[src/rtl/util_pkg.sv]
// Shared front-end types: the fetched packet record, the fetch group width,
// and the fetch queue depth.
package util_pkg;

   localparam int INSTR_COUNT = 2;
   localparam int FQ_DEPTH    = 8;

   typedef struct packed {
      logic [31:0] pc;
      logic [31:0] data;
      logic        taken_branch;
   } fetched_packet;

   localparam int FETCHED_PACKET_BITS = $bits(fetched_packet);

endpackage

[src/rtl/fetch_queue_compact.sv]
// Packs the valid slots of a fetch group towards slot 0, keeping program
// order, and reports how many packets the group carries.
module fetch_queue_compact
   import util_pkg::*;
#(
   parameter int INSTR_COUNT = util_pkg::INSTR_COUNT,
   parameter int PACKET_SIZE = util_pkg::FETCHED_PACKET_BITS,
   parameter int CNT_W       = 4
) (
   input  logic [INSTR_COUNT-1:0]             valid_i,
   input  logic [INSTR_COUNT*PACKET_SIZE-1:0] packet_i,
   output logic [INSTR_COUNT-1:0]             valid_o,
   output logic [INSTR_COUNT*PACKET_SIZE-1:0] packet_o,
   output logic [CNT_W-1:0]                   count_o
);

   logic [CNT_W-1:0] slot;

   always_comb begin
      packet_o = '0;
      slot     = '0;
      for (int k = 0; k < INSTR_COUNT; k++) begin
         if (valid_i[k]) begin
            packet_o[slot*PACKET_SIZE +: PACKET_SIZE] = packet_i[k*PACKET_SIZE +: PACKET_SIZE];
            slot = slot + CNT_W'(1);
         end
      end
      count_o = slot;
   end

   // Compacted valids are thermometer coded by construction.
   always_comb begin
      valid_o = '0;
      for (int k = 0; k < INSTR_COUNT; k++) begin
         valid_o[k] = (count_o > CNT_W'(k));
      end
   end

endmodule

[src/rtl/fetch_queue.sv]
// IF->ID decoupling FIFO, INSTR_COUNT packets per cycle each side.
// Optional same-cycle empty-queue bypass: define FETCH_QUEUE_BYPASS_EN.
module fetch_queue
   import util_pkg::*;
#(
   parameter int DEPTH       = util_pkg::FQ_DEPTH,
   parameter int PACKET_SIZE = util_pkg::FETCHED_PACKET_BITS,
   parameter int INSTR_COUNT = util_pkg::INSTR_COUNT
) (
   input  logic                               clk,
   input  logic                               rst_n,
   input  logic                               flush_i,
   input  logic [INSTR_COUNT-1:0]             valid_i,
   input  logic [INSTR_COUNT*PACKET_SIZE-1:0] packet_i,
   output logic                               ready_o,
   output logic [INSTR_COUNT-1:0]             valid_o,
   output logic [INSTR_COUNT*PACKET_SIZE-1:0] packet_o,
   input  logic                               ready_i,
   output logic [$clog2(DEPTH):0]             count_o
);

   localparam int PTR_W = $clog2(DEPTH);
   localparam int CNT_W = PTR_W + 1;

   logic [PACKET_SIZE-1:0]             mem [DEPTH];
   logic [PTR_W-1:0]                   head;
   logic [PTR_W-1:0]                   tail;
   logic [CNT_W-1:0]                   count;

   logic [INSTR_COUNT-1:0]             comp_valid;
   logic [INSTR_COUNT*PACKET_SIZE-1:0] comp_packet;
   logic [CNT_W-1:0]                   comp_count;

   logic [INSTR_COUNT-1:0]             st_valid;
   logic [INSTR_COUNT*PACKET_SIZE-1:0] st_packet;
   logic                               push_ok;
   logic [CNT_W-1:0]                   push_n;
   logic [CNT_W-1:0]                   pop_n;

   fetch_queue_compact #(
      .INSTR_COUNT (INSTR_COUNT),
      .PACKET_SIZE (PACKET_SIZE),
      .CNT_W       (CNT_W)
   ) u_compact (
      .valid_i  (valid_i),
      .packet_i (packet_i),
      .valid_o  (comp_valid),
      .packet_o (comp_packet),
      .count_o  (comp_count)
   );

   // Only registered occupancy feeds ready_o, keeping IF timing independent of ID.
   assign ready_o = (count <= CNT_W'(DEPTH - INSTR_COUNT));
   assign count_o = count;
   assign push_ok = ready_o && (|comp_valid);

   always_comb begin
      st_valid  = '0;
      st_packet = '0;
      for (int k = 0; k < INSTR_COUNT; k++) begin
         st_valid[k]                           = (count > CNT_W'(k));
         st_packet[k*PACKET_SIZE +: PACKET_SIZE] = mem[head + PTR_W'(k)];
      end
   end

   always_comb begin
      pop_n = '0;
      if (ready_i) begin
         pop_n = (count > CNT_W'(INSTR_COUNT)) ? CNT_W'(INSTR_COUNT) : count;
      end
   end

`ifdef FETCH_QUEUE_BYPASS_EN
   logic bypass;

   // An empty queue forwards the incoming group; ID taking it means it is never stored.
   always_comb begin
      bypass   = (count == '0) && !flush_i;
      push_n   = (push_ok && !(bypass && ready_i)) ? comp_count : '0;
      valid_o  = bypass ? comp_valid  : st_valid;
      packet_o = bypass ? comp_packet : st_packet;
   end
`else
   always_comb begin
      push_n   = push_ok ? comp_count : '0;
      valid_o  = st_valid;
      packet_o = st_packet;
   end
`endif

   always_ff @(posedge clk or negedge rst_n) begin
      if (!rst_n) begin
         head  <= '0;
         tail  <= '0;
         count <= '0;
      end else if (flush_i) begin
         head  <= '0;
         tail  <= '0;
         count <= '0;
      end else begin
         head  <= head + pop_n[PTR_W-1:0];
         tail  <= tail + push_n[PTR_W-1:0];
         count <= count + push_n - pop_n;
      end
   end

   // Storage is not reset: entries beyond count are never observed as valid.
   always_ff @(posedge clk) begin
      if (!flush_i) begin
         for (int k = 0; k < INSTR_COUNT; k++) begin
            if (CNT_W'(k) < push_n) begin
               mem[tail + PTR_W'(k)] <= comp_packet[k*PACKET_SIZE +: PACKET_SIZE];
            end
         end
      end
   end

   occupancy_bound: assert property (@(posedge clk) disable iff (!rst_n)
      count <= CNT_W'(DEPTH));

   valid_thermometer: assert property (@(posedge clk) disable iff (!rst_n)
      ((valid_o + INSTR_COUNT'(1)) & valid_o) == '0);

endmodule

[config.mk]
export PLATFORM = sky130hd
export DESIGN_NAME = fetch_queue
export DESIGN_NICKNAME = d
export VERILOG_FILES = /design/src/rtl/util_pkg.sv /design/src/rtl/fetch_queue_compact.sv /design/src/rtl/fetch_queue.sv
export SDC_FILE = /design/constraint.sdc
export NUM_CORES = 1
export LEC_CHECK = 0
export BUFFER_PORTS_ARGS = -buffer_cell sky130_fd_sc_hd__buf_2
export CORE_MARGIN = 2
export CORE_UTILIZATION = 65
export DETAILED_ROUTE_END_ITERATION = 12
export GPL_ROUTABILITY_DRIVEN = 1
export PLACE_DENSITY = 0.89
export SLEW_MARGIN = 0
export SYNTH_ARGS = -nofsm -noshare
export SYNTH_HDL_FRONTEND = slang
export SYNTH_SLANG_ARGS = --single-unit
[constraint.sdc]
create_clock -name clk -period 15.35 [get_ports clk]
set_clock_uncertainty 0.15 [all_clocks]
set_input_delay 1.535 -clock clk [delete_from_list [all_inputs] [get_ports clk]]
set_output_delay 1.535 -clock clk [all_outputs]
set_load 0.005 [all_outputs]
* Yosys cells after proc, flatten, opt, wreduce, memory -nomap -nowiden *
Memories as Yosys holds them, arrays and structs flattened.
Cells that the tools add are included.

cells by class
  $add $sub $neg = 8
  $mul = 1
  divide/modulo/power cells = 0
  magnitude comparators = 8
  equal/unequal tests = 0
  shift operators = 2
  mux-type cells = 17
  bitwise gates (word level) = 0
  reductions and logical operators = 2

operator list
  kind                                                                              count
  130-bit bitwise mux                                                               1
  130-bit two-way mux                                                               1
  65-bit by 34-bit variable shift with 130-bit output (first input constant)        1
  65-bit by 34-bit variable part select with 130-bit output                         1
  65-bit two-way mux                                                                1
  11-bit negator with 34-bit output                                                 1
  4-bit two-way mux                                                                 5
  4-bit by 1-bit greater-than comparator with 1-bit output (second input constant)  4
  1-bit by 4-bit < comparator with 1-bit output (first input constant)              2
  1-bit by 7-bit multiplier with 8-bit output (second input constant)               1
  1-bit two-way mux                                                                 7
  3-bit by 1-bit adder with 3-bit output (second input constant)                    2
  3-bit adder                                                                       2
  3-bit two-way mux                                                                 2
  4-bit adder                                                                       1
  4-bit by 2-bit greater-than comparator with 1-bit output (second input constant)  1
  4-bit by 3-bit <= comparator with 1-bit output (second input constant)            1
  4-bit subtractor                                                                  1
  1-bit by 1-bit adder with 2-bit output (second input constant)                    1
  2-bit OR reduction                                                                1
  1-bit logical AND                                                                 1

word-level totals
  register bits after elaboration = 10
  bits in latches = 0
  memory bits (writable) = 520
  ROM bits = 0
  word-level logic and storage cells = 42
  memories = 1

memories
  name  words  bits a word  read ports  clocked after Yosys merged registers in  wr ports  line               source
  mem   8      65           2           0                                        2         fetch_queue.sv:25  logic [PACKET_SIZE-1:0] mem [DEPTH];

* Logic depth before layout (Yosys ltp) *
Gate-level depths: netlist of run 1.

  word-level depth = 11
  depth in mapped cells = 12

* By module *
Synthesis of run 1 repeated with hierarchy kept, for this count alone.

second synthesis, totals
  cell total of the unflattened synthesis = 1832
  area total of the unflattened synthesis = 32428.6 µm²

modules (own cells, without submodules)
  module               times used  cells an instance  area each (µm²)  seq. area each (µm²)
  fetch_queue          1           1659               31122.3          15865.2
  fetch_queue_compact  1           173                1306.3           0.0

* Worst setup path before layout of run 1 *
OpenSTA, ideal clock, no wires.

  path type = in2reg
  start = input valid_i[0]
  end = memory mem[1][0] in the netlist's numbering (enable)
  data arrival time = 5828 ps
  data required time = 14691 ps
  setup slack = 8863 ps
  stages = 7
  path buffers = 2
  path through = clkbuf_1 inv_1 ha_1 nor2b_1 clkbuf_1 o2111ai_1 a21oi_1

RTL lines
  element          line               source
  start, declared  fetch_queue.sv:13  input logic [INSTR_COUNT-1:0] valid_i,
  end, declared    fetch_queue.sv:25

* Worst setup path after layout of run 1 *
  start = register head[1]
  end = output packet_o[95]

between the ends
  longest elaborated chain between the ends = 2

ends and longest elaborated chain
  element                                 line                source
  start, declared                         fetch_queue.sv:26   logic [PTR_W-1:0] head;
  start signal, assigned                  fetch_queue.sv:101  head <= head + pop_n[PTR_W-1:0];
  3-bit by 1-bit adder with 3-bit output  fetch_queue.sv:62   st_packet[k*PACKET_SIZE +: PACKET_SIZE] = mem[head + PTR_W'(k)];
  memory 8 x 65 bit                       --
  end, declared                           fetch_queue.sv:17   output logic [INSTR_COUNT*PACKET_SIZE-1:0] packet_o,

No other way between the ends.

==> impl_metrics.env, run 1 <==
export IMPL_result_of_the_run="finished clean"
export IMPL_vias=19890
export IMPL_worstSetupEndpointType="primary output"
export IMPL_report_final_hold_viol_count=0
export IMPL_chipWidth_um=221.9
export IMPL_dr_pass1_iters=6
export IMPL_slowest_stage_cell_on_the_critical_path="dfrtp_4"
export IMPL_pwr_share_seq_pct=38.1
export IMPL_timing_critical_path_max_delay_family="flip-flops"
export IMPL_post_synth_num_cell_types=38
export IMPL_critical_path_n_buffers_inverters=2
export IMPL_synth_enable_flop_cells=520
export IMPL_arrival_ps=4580
export IMPL_drtAntennaViolNets=0
export IMPL_synth_nets=1979
export IMPL_critical_path_startpoint="head[1]"
export IMPL_p_leak_nw=14.53
export IMPL_floorplan_die_area_mm2=0.04923
export IMPL_drt_vias_per_instance=7.395
export IMPL_power_density_cell_area_mw_per_mm2=138.7
export IMPL_maxClockFrequency_mhz=159.7
export IMPL_max_stage_delay_ps=1110
export IMPL_routabilityCongestion=0.8518
export IMPL_crit_path_start_kind="flip-flop"
export IMPL_die_h_um=221.9
export IMPL_cp_data_required_time_ps=13670
export IMPL_final_critical_delay_including_setup_and_external_delays_ps=6264
export IMPL_routed_wire_length_per_instance_um=31.62
export IMPL_timing_worst_setup_path_type="reg -> out"
export IMPL_finalCoreUtilization_pct=72.99
export IMPL_yosys_warnings=0
export IMPL_clock_sinks=530
export IMPL_wire_length_of_the_first_global_routing_pass_mm=128.3
export IMPL_tritoncts="built"
export IMPL_internal_power_w=0.003275
export IMPL_sequential_share_of_the_synthesized_area_pct=51.41
export IMPL_cts_resized=0
export IMPL_layout_worst_path_cycle_share_pct=40.80
export IMPL_report_final_setup_viol=0
export IMPL_syn_cell_area_mm2=0.03086
export IMPL_clock_tree_htree_level_count=2
export IMPL_clockBufferDepth=3
export IMPL_cp_cell_sequence="ha_4 > buf_4 > mux4_2 > mux2_2 > buf_2"
export IMPL_io_pin_count=273
export IMPL_detailedRoute_firstIterationViolations=2555
export IMPL_port_buffers=272
export IMPL_cts_inserted_buffers=52
export IMPL_combPwrFrac_pct=34.8
export IMPL_synth_top_cell_area_share_pct=50.60
export IMPL_r2r_start="count_o[1]"
export IMPL_cap_violations=0
export IMPL_layout_drive_gt1_share_pct=38.38
export IMPL_final_max_slew_violation_count=0
export IMPL_netlist_top_cells_count="edfxtp_1 (520), mux2i_1 (520), mux4_2 (260)"
export IMPL_synthDominantAreaCellType="edfxtp_1"
export IMPL_detailed_place_hpwl_mm=49.26
export IMPL_grt_usage_pct=34.74
export IMPL_antenna_violations_before_repair=3
export IMPL_cts_setup_buffers=0
export IMPL_worstPathMaxFanout=70
export IMPL_via_count_of_the_first_global_routing_pass=21110
export IMPL_max_slew_worst_pin_slew_ps=1195
export IMPL_finalWirelength_mm=85.03
export IMPL_clock_power_share_pct=27.2
export IMPL_finalHoldWorstSlack_ps=655.9
export IMPL_design_core_area_mm2=0.04675
export IMPL_report_power_total_w=0.004733
export IMPL_postSynthAreaPerCell_um2=16.88
export IMPL_worst_hold_path_type="in -> async"
export IMPL_floorplan_rows=79
export IMPL_holdBufCountCts=0
export IMPL_grt_max_degree=162
export IMPL_power_switching_share_pct=30.81
export IMPL_grt_remaining_overflow=0
export IMPL_ys_dominant_reg_cell="edfxtp_1"
export IMPL_nNetsFinal=2189
export IMPL_cts_root_buf="clkbuf_16"
export IMPL_fin_tns_setup_ps=0
export IMPL_netlist_instances=1828
export IMPL_peakVddDrop_v=0.00008546
export IMPL_synth_seq_cells=530
export IMPL_clk_latency_ps=590
export IMPL_ys_top_cells_by_area="edfxtp_1 (51%), mux4_2 (19%), mux2i_1 (17%)"
export IMPL_remaining_drc_errors=0
export IMPL_synth_async_sr_flop_share_pct=1.887
export IMPL_clock_input_transition_at_the_sequential_cells_of_the_worst_setup_and_hold_paths_ps=60
export IMPL_floorplan_initialDensity_pct=66.00
export IMPL_worst_slew_margin_rel_pct=20.31
export IMPL_power_switching_w=0.001458
export IMPL_rsz_0062_raised_after_global_routing="no"
export IMPL_area_growth_synth_to_final_pct=10.59
-- logic make-up after synthesis --
kind of cell | share of synthesized area [%]
AO/OA/AOI/OAI | 2.064
XOR/XNOR | 0.2474
adder cells (fa/ha/maj) | 0.6812
buffers and inverters | 3.337
flip-flops | 51.41
multiplexers | 40.62
other | 0.01215
AND/OR/NAND/NOR | 1.622
-- layout make-up --
type / instances / area (µm²)
Antenna cell: 3 / 7.507
Clock buffer: 62 / 1360
Clock inverter: 33 / 302.8
Fill cell: 2764 / 12630
Inverter: 12 / 45.04
Multi-Input combinational cell: 1129 / 14090
Sequential cell: 530 / 15880
Tap cell: 607 / 759.5
Timing Repair Buffer: 313 / 1682
-- state kept, by name, summed over array words and instances (netlist names) --
register / flops
mem: 520
count_o: 4
head: 3
tail: 3
-- power groups by stage --
stage          Sequential [W]  Combinational [W]  Clock, W
4_1_cts               0.00180            0.00163   0.00128
3_3_place_gp          0.00182            0.00158         0
5_1_grt               0.00181            0.00173   0.00134
6_report              0.00180            0.00165   0.00129
2_1_floorplan         0.00178            0.00114         0
3_5_place_dp          0.00183            0.00162         0
-- worst paths after layout --
kind | end | slack (ps) | cells past startpoint
min reg2reg | tail[2] | 680 | 2
min in group clk | tail[2] | 680 | 2
max reg2reg | mem[2][58] | 11330 | 4
max | packet_o[95] | 9090 | 5
min | count_o[2] | 660 | 1
max in group asynchronous | head[0] | 14150 | 1
-- stage by stage --
| step | cells | setup WS [ps] | area [µm²] |
|---|---|---|---|
| detailed placement | 2591 | 9712 | 32460 |
| floorplan | 1828 | 8863 | 30860 |
| CTS | 2686 | 9050 | 34120 |
| global placement | 2591 | 9762 | 32460 |
| global route | 2686 | 8936 | 34120 |
| finish | 2689 | 9086 | 34130 |
-- routing by layer --
metal	global-route usage [%]	vias to the layer above	share of wire, %
li1	-	7997	-
met1	46.62	10140	36
met2	56.07	1501	48
met3	7.779	250	12
met4	13.75	2	3.9
met5	0	-	0.015
-- cell usage in the layout (no fill, tap or decap), types with 2 or more instances in the layout --
master     instances
a21o_1             2
a21oi_4            8
a22oi_1           64
a31oi_1            2
and2_1             2
buf_2            272
buf_4             40
bufinv_16          6
clkbuf_1           9
clkbuf_16         53
clkinv_1          12
clkinv_2          14
dfrtp_1            7
dfrtp_4            3
diode_2            3
edfxtp_1         520
fa_1               3
ha_1              11
inv_1             12
mux2_2           131
mux2i_1          520
mux4_2           260
nand2_1           68
nand2b_1           2
nand3_1            4
nand4_1           13
nor2_1             6
nor2b_1            7
o2111ai_1          6
o211ai_1           2
xnor2_1            2
xor2_1             2
Power figures use the tool's default switching activity.
==> run 2: changes to the inputs <==
--- a/config.mk
+++ b/config.mk
@@ -7,10 +7,10 @@
 export LEC_CHECK = 0
 export BUFFER_PORTS_ARGS = -buffer_cell sky130_fd_sc_hd__buf_2
 export CORE_MARGIN = 2
-export CORE_UTILIZATION = 65
+export CORE_UTILIZATION = 61
 export DETAILED_ROUTE_END_ITERATION = 12
 export GPL_ROUTABILITY_DRIVEN = 1
-export PLACE_DENSITY = 0.89
+export PLACE_DENSITY = 0.84
 export SLEW_MARGIN = 0
 export SYNTH_ARGS = -nofsm -noshare
 export SYNTH_HDL_FRONTEND = slang
==> constraint.sdc (replaced) <==
create_clock -name clk -period 6.4 [get_ports clk]
set_clock_uncertainty 0.15 [all_clocks]
set_input_delay 0.64 -clock clk [delete_from_list [all_inputs] [get_ports clk]]
set_output_delay 0.64 -clock clk [all_outputs]
set_load 0.005 [all_outputs]
==> run 2 against run 1 <==
Against the previous run:
- critical path depth unchanged
- register-to-register slack worse by 8500 ps
- setup slack lost 7500 ps
- cell area increased by 0.77%
- critical endpoint is now packet_o[123]
- largest cell class unchanged
- highest routed layer unchanged
==> impl_metrics.env, run 2 (synthesized netlist as in run 1, its figures left out) <==
export IMPL_via_count_of_the_first_global_routing_pass=20710
export IMPL_grt_remaining_overflow=0
export IMPL_internal_power_w=0.007942
export IMPL_cp_cell_sequence="ha_4 > buf_4 > mux4_2 > mux2_2 > buf_2"
export IMPL_routabilityCongestion=0.8545
export IMPL_regArea_mm2=0.01588
export IMPL_drt_vias_per_instance=7.104
export IMPL_io_pin_count=273
export IMPL_cts_setup_buffers=0
export IMPL_drtAntennaViolNets=0
export IMPL_detailed_place_hpwl_mm=47.97
export IMPL_timing_critical_path_max_delay_family="flip-flops"
export IMPL_wire_length_of_the_first_global_routing_pass_mm=126.9
export IMPL_result_of_the_run="finished clean"
export IMPL_clock_sinks=530
export IMPL_floorplan_initialDensity_pct=61.63
export IMPL_worst_slack_at_placement_ps=2246
export IMPL_chipWidth_um=228.9
export IMPL_slowest_stage_cell_on_the_critical_path="dfrtp_4"
export IMPL_slack_of_the_worst_reg_to_reg_path_ps=2810
export IMPL_holdPathEnd="tail[2]"
export IMPL_fin_tns_setup_ps=0
export IMPL_hold_start="flush_i"
export IMPL_finalCoreUtilization_pct=68.69
export IMPL_design_core_area_mm2=0.05007
export IMPL_cp_data_required_time_ps=5610
export IMPL_die_h_um=228.9
export IMPL_ff2ff_path_depth=5
export IMPL_port_buffers=272
export IMPL_nNetsFinal=2192
export IMPL_p_leak_nw=14.59
export IMPL_layout_drive_gt1_share_pct=38.41
export IMPL_num_fill_cells=3314
export IMPL_vias=19610
export IMPL_grt_usage_pct=32.18
export IMPL_routed_wire_length_per_instance_um=30.41
export IMPL_remaining_drc_errors=0
export IMPL_postLayoutSetupSlackWorst_ps=1586
export IMPL_grt_max_degree=151
export IMPL_combPwrFrac_pct=34.6
export IMPL_rr_endpoint="mem[4][25]"
export IMPL_arrival_ps=4020
export IMPL_largest_reg_flops=520
export IMPL_report_final_setup_viol=0
export IMPL_max_flop_register="mem"
export IMPL_rsz_0062_raised_after_global_routing="no"
export IMPL_report_final_hold_viol_count=0
export IMPL_finalWirelength_mm=83.93
export IMPL_layout_worst_path_cycle_share_pct=75.22
export IMPL_cts_root_buf="clkbuf_16"
export IMPL_crit_path_start_kind="flip-flop"
export IMPL_worst_hold_path_type="in -> reg"
export IMPL_area_growth_synth_to_final_pct=11.44
export IMPL_r2r_start="tail[0]"
export IMPL_floorplan_die_area_mm2=0.05240
export IMPL_floorplan_rows=82
export IMPL_most_common_layout_cells="mux2i_1 (520), edfxtp_1 (520), buf_2 (271)"
export IMPL_worst_slew_margin_rel_pct=20.36
export IMPL_tritoncts="built"
export IMPL_peakVddDrop_v=0.0002660
export IMPL_timing_worst_setup_path_type="reg -> out"
export IMPL_clock_input_transition_at_the_sequential_cells_of_the_worst_setup_and_hold_paths_ps=60
export IMPL_maxClockFrequency_mhz=207.7
export IMPL_detailedRoute_firstIterationViolations=2226
export IMPL_worstPathMaxFanout=53
export IMPL_critical_path_n_buffers_inverters=2
export IMPL_clockBufferDepth=3
export IMPL_antenna_violations_before_repair=6
export IMPL_max_stage_delay_ps=970
export IMPL_report_power_total_w=0.01139
export IMPL_worstSetupEndpointType="primary output"
export IMPL_max_slew_worst_pin_slew_ps=1195
export IMPL_cts_inserted_buffers=54
export IMPL_power_switching_w=0.003446
export IMPL_clock_tree_htree_level_count=2
export IMPL_final_critical_delay_including_setup_and_external_delays_ps=4814
export IMPL_final_max_slew_violation_count=0
export IMPL_dr_pass1_iters=5
export IMPL_power_switching_share_pct=30.26
export IMPL_multi_input_area_mm2=0.01409
export IMPL_min_delay_path_depth=2
export IMPL_power_density_cell_area_mw_per_mm2=331.1
export IMPL_clock_power_share_pct=27.6
export IMPL_pwr_share_seq_pct=37.8
export IMPL_cap_violations=0
export IMPL_clk_latency_ps=610
-- run 2: worst max-delay path by stage --
stage                     cells past startpoint            end       start  slack [ps]
final                                         5  packet_o[123]     head[0]        1590
after global routing                          5  packet_o[127]     head[0]        1460
after CTS                                     5  packet_o[127]     head[0]        1550
after detailed placement                      5  packet_o[116]     head[0]        2250
after global placement                        5  packet_o[127]     head[0]        2310
after floorplan                               7      mem[1][0]  valid_i[0]         810
-- run 2: power by group through the flow --
| stage | clock network (W) | logic [W] | registers [W] |
|---|---|---|---|
| after floorplan | 0 | 0.00273 | 0.00426 |
| after global placement | 0 | 0.00383 | 0.00435 |
| after detailed placement | 0 | 0.00390 | 0.00437 |
| after CTS | 0.00317 | 0.00394 | 0.00430 |
| after global routing | 0.00330 | 0.00416 | 0.00433 |
| final | 0.00315 | 0.00394 | 0.00430 |
-- run 2: stage by stage --
stage	std cells	hold slack, ps	area [µm²]
after floorplan	1828	194.4	30860
after global placement	2656	373.6	32620
after detailed placement	2656	374.0	32620
after CTS	2755	216.1	34380
after global routing	2760	243.8	34390
final	2760	246.5	34390
-- run 2: what timing repair did --
item | in CTS | in global routing
hold endpoints to repair | 10 | 0
setup endpoints to repair | 0 | 0
hold buffers | 1 | 0
gates resized for setup | 0 | 0
-- run 2: layout make-up --
class | instances | area share (%)
Antenna cell | 5 | 0.03638
Clock buffer | 78 | 4.522
Clock inverter | 20 | 0.5676
Inverter | 12 | 0.1310
Multi-Input combinational cell | 1129 | 40.99
Sequential cell | 530 | 46.17
Tap cell | 672 | 2.445
Timing Repair Buffer | 314 | 5.145
-- run 2: routing by layer --
layer	up-vias	track usage, %	share of wire, %
met5	-	0	0.0083
met3	199	6.986	11
met2	1276	51.74	48
met4	2	11.28	3.3
met1	10120	43.96	38
li1	8013	-	-
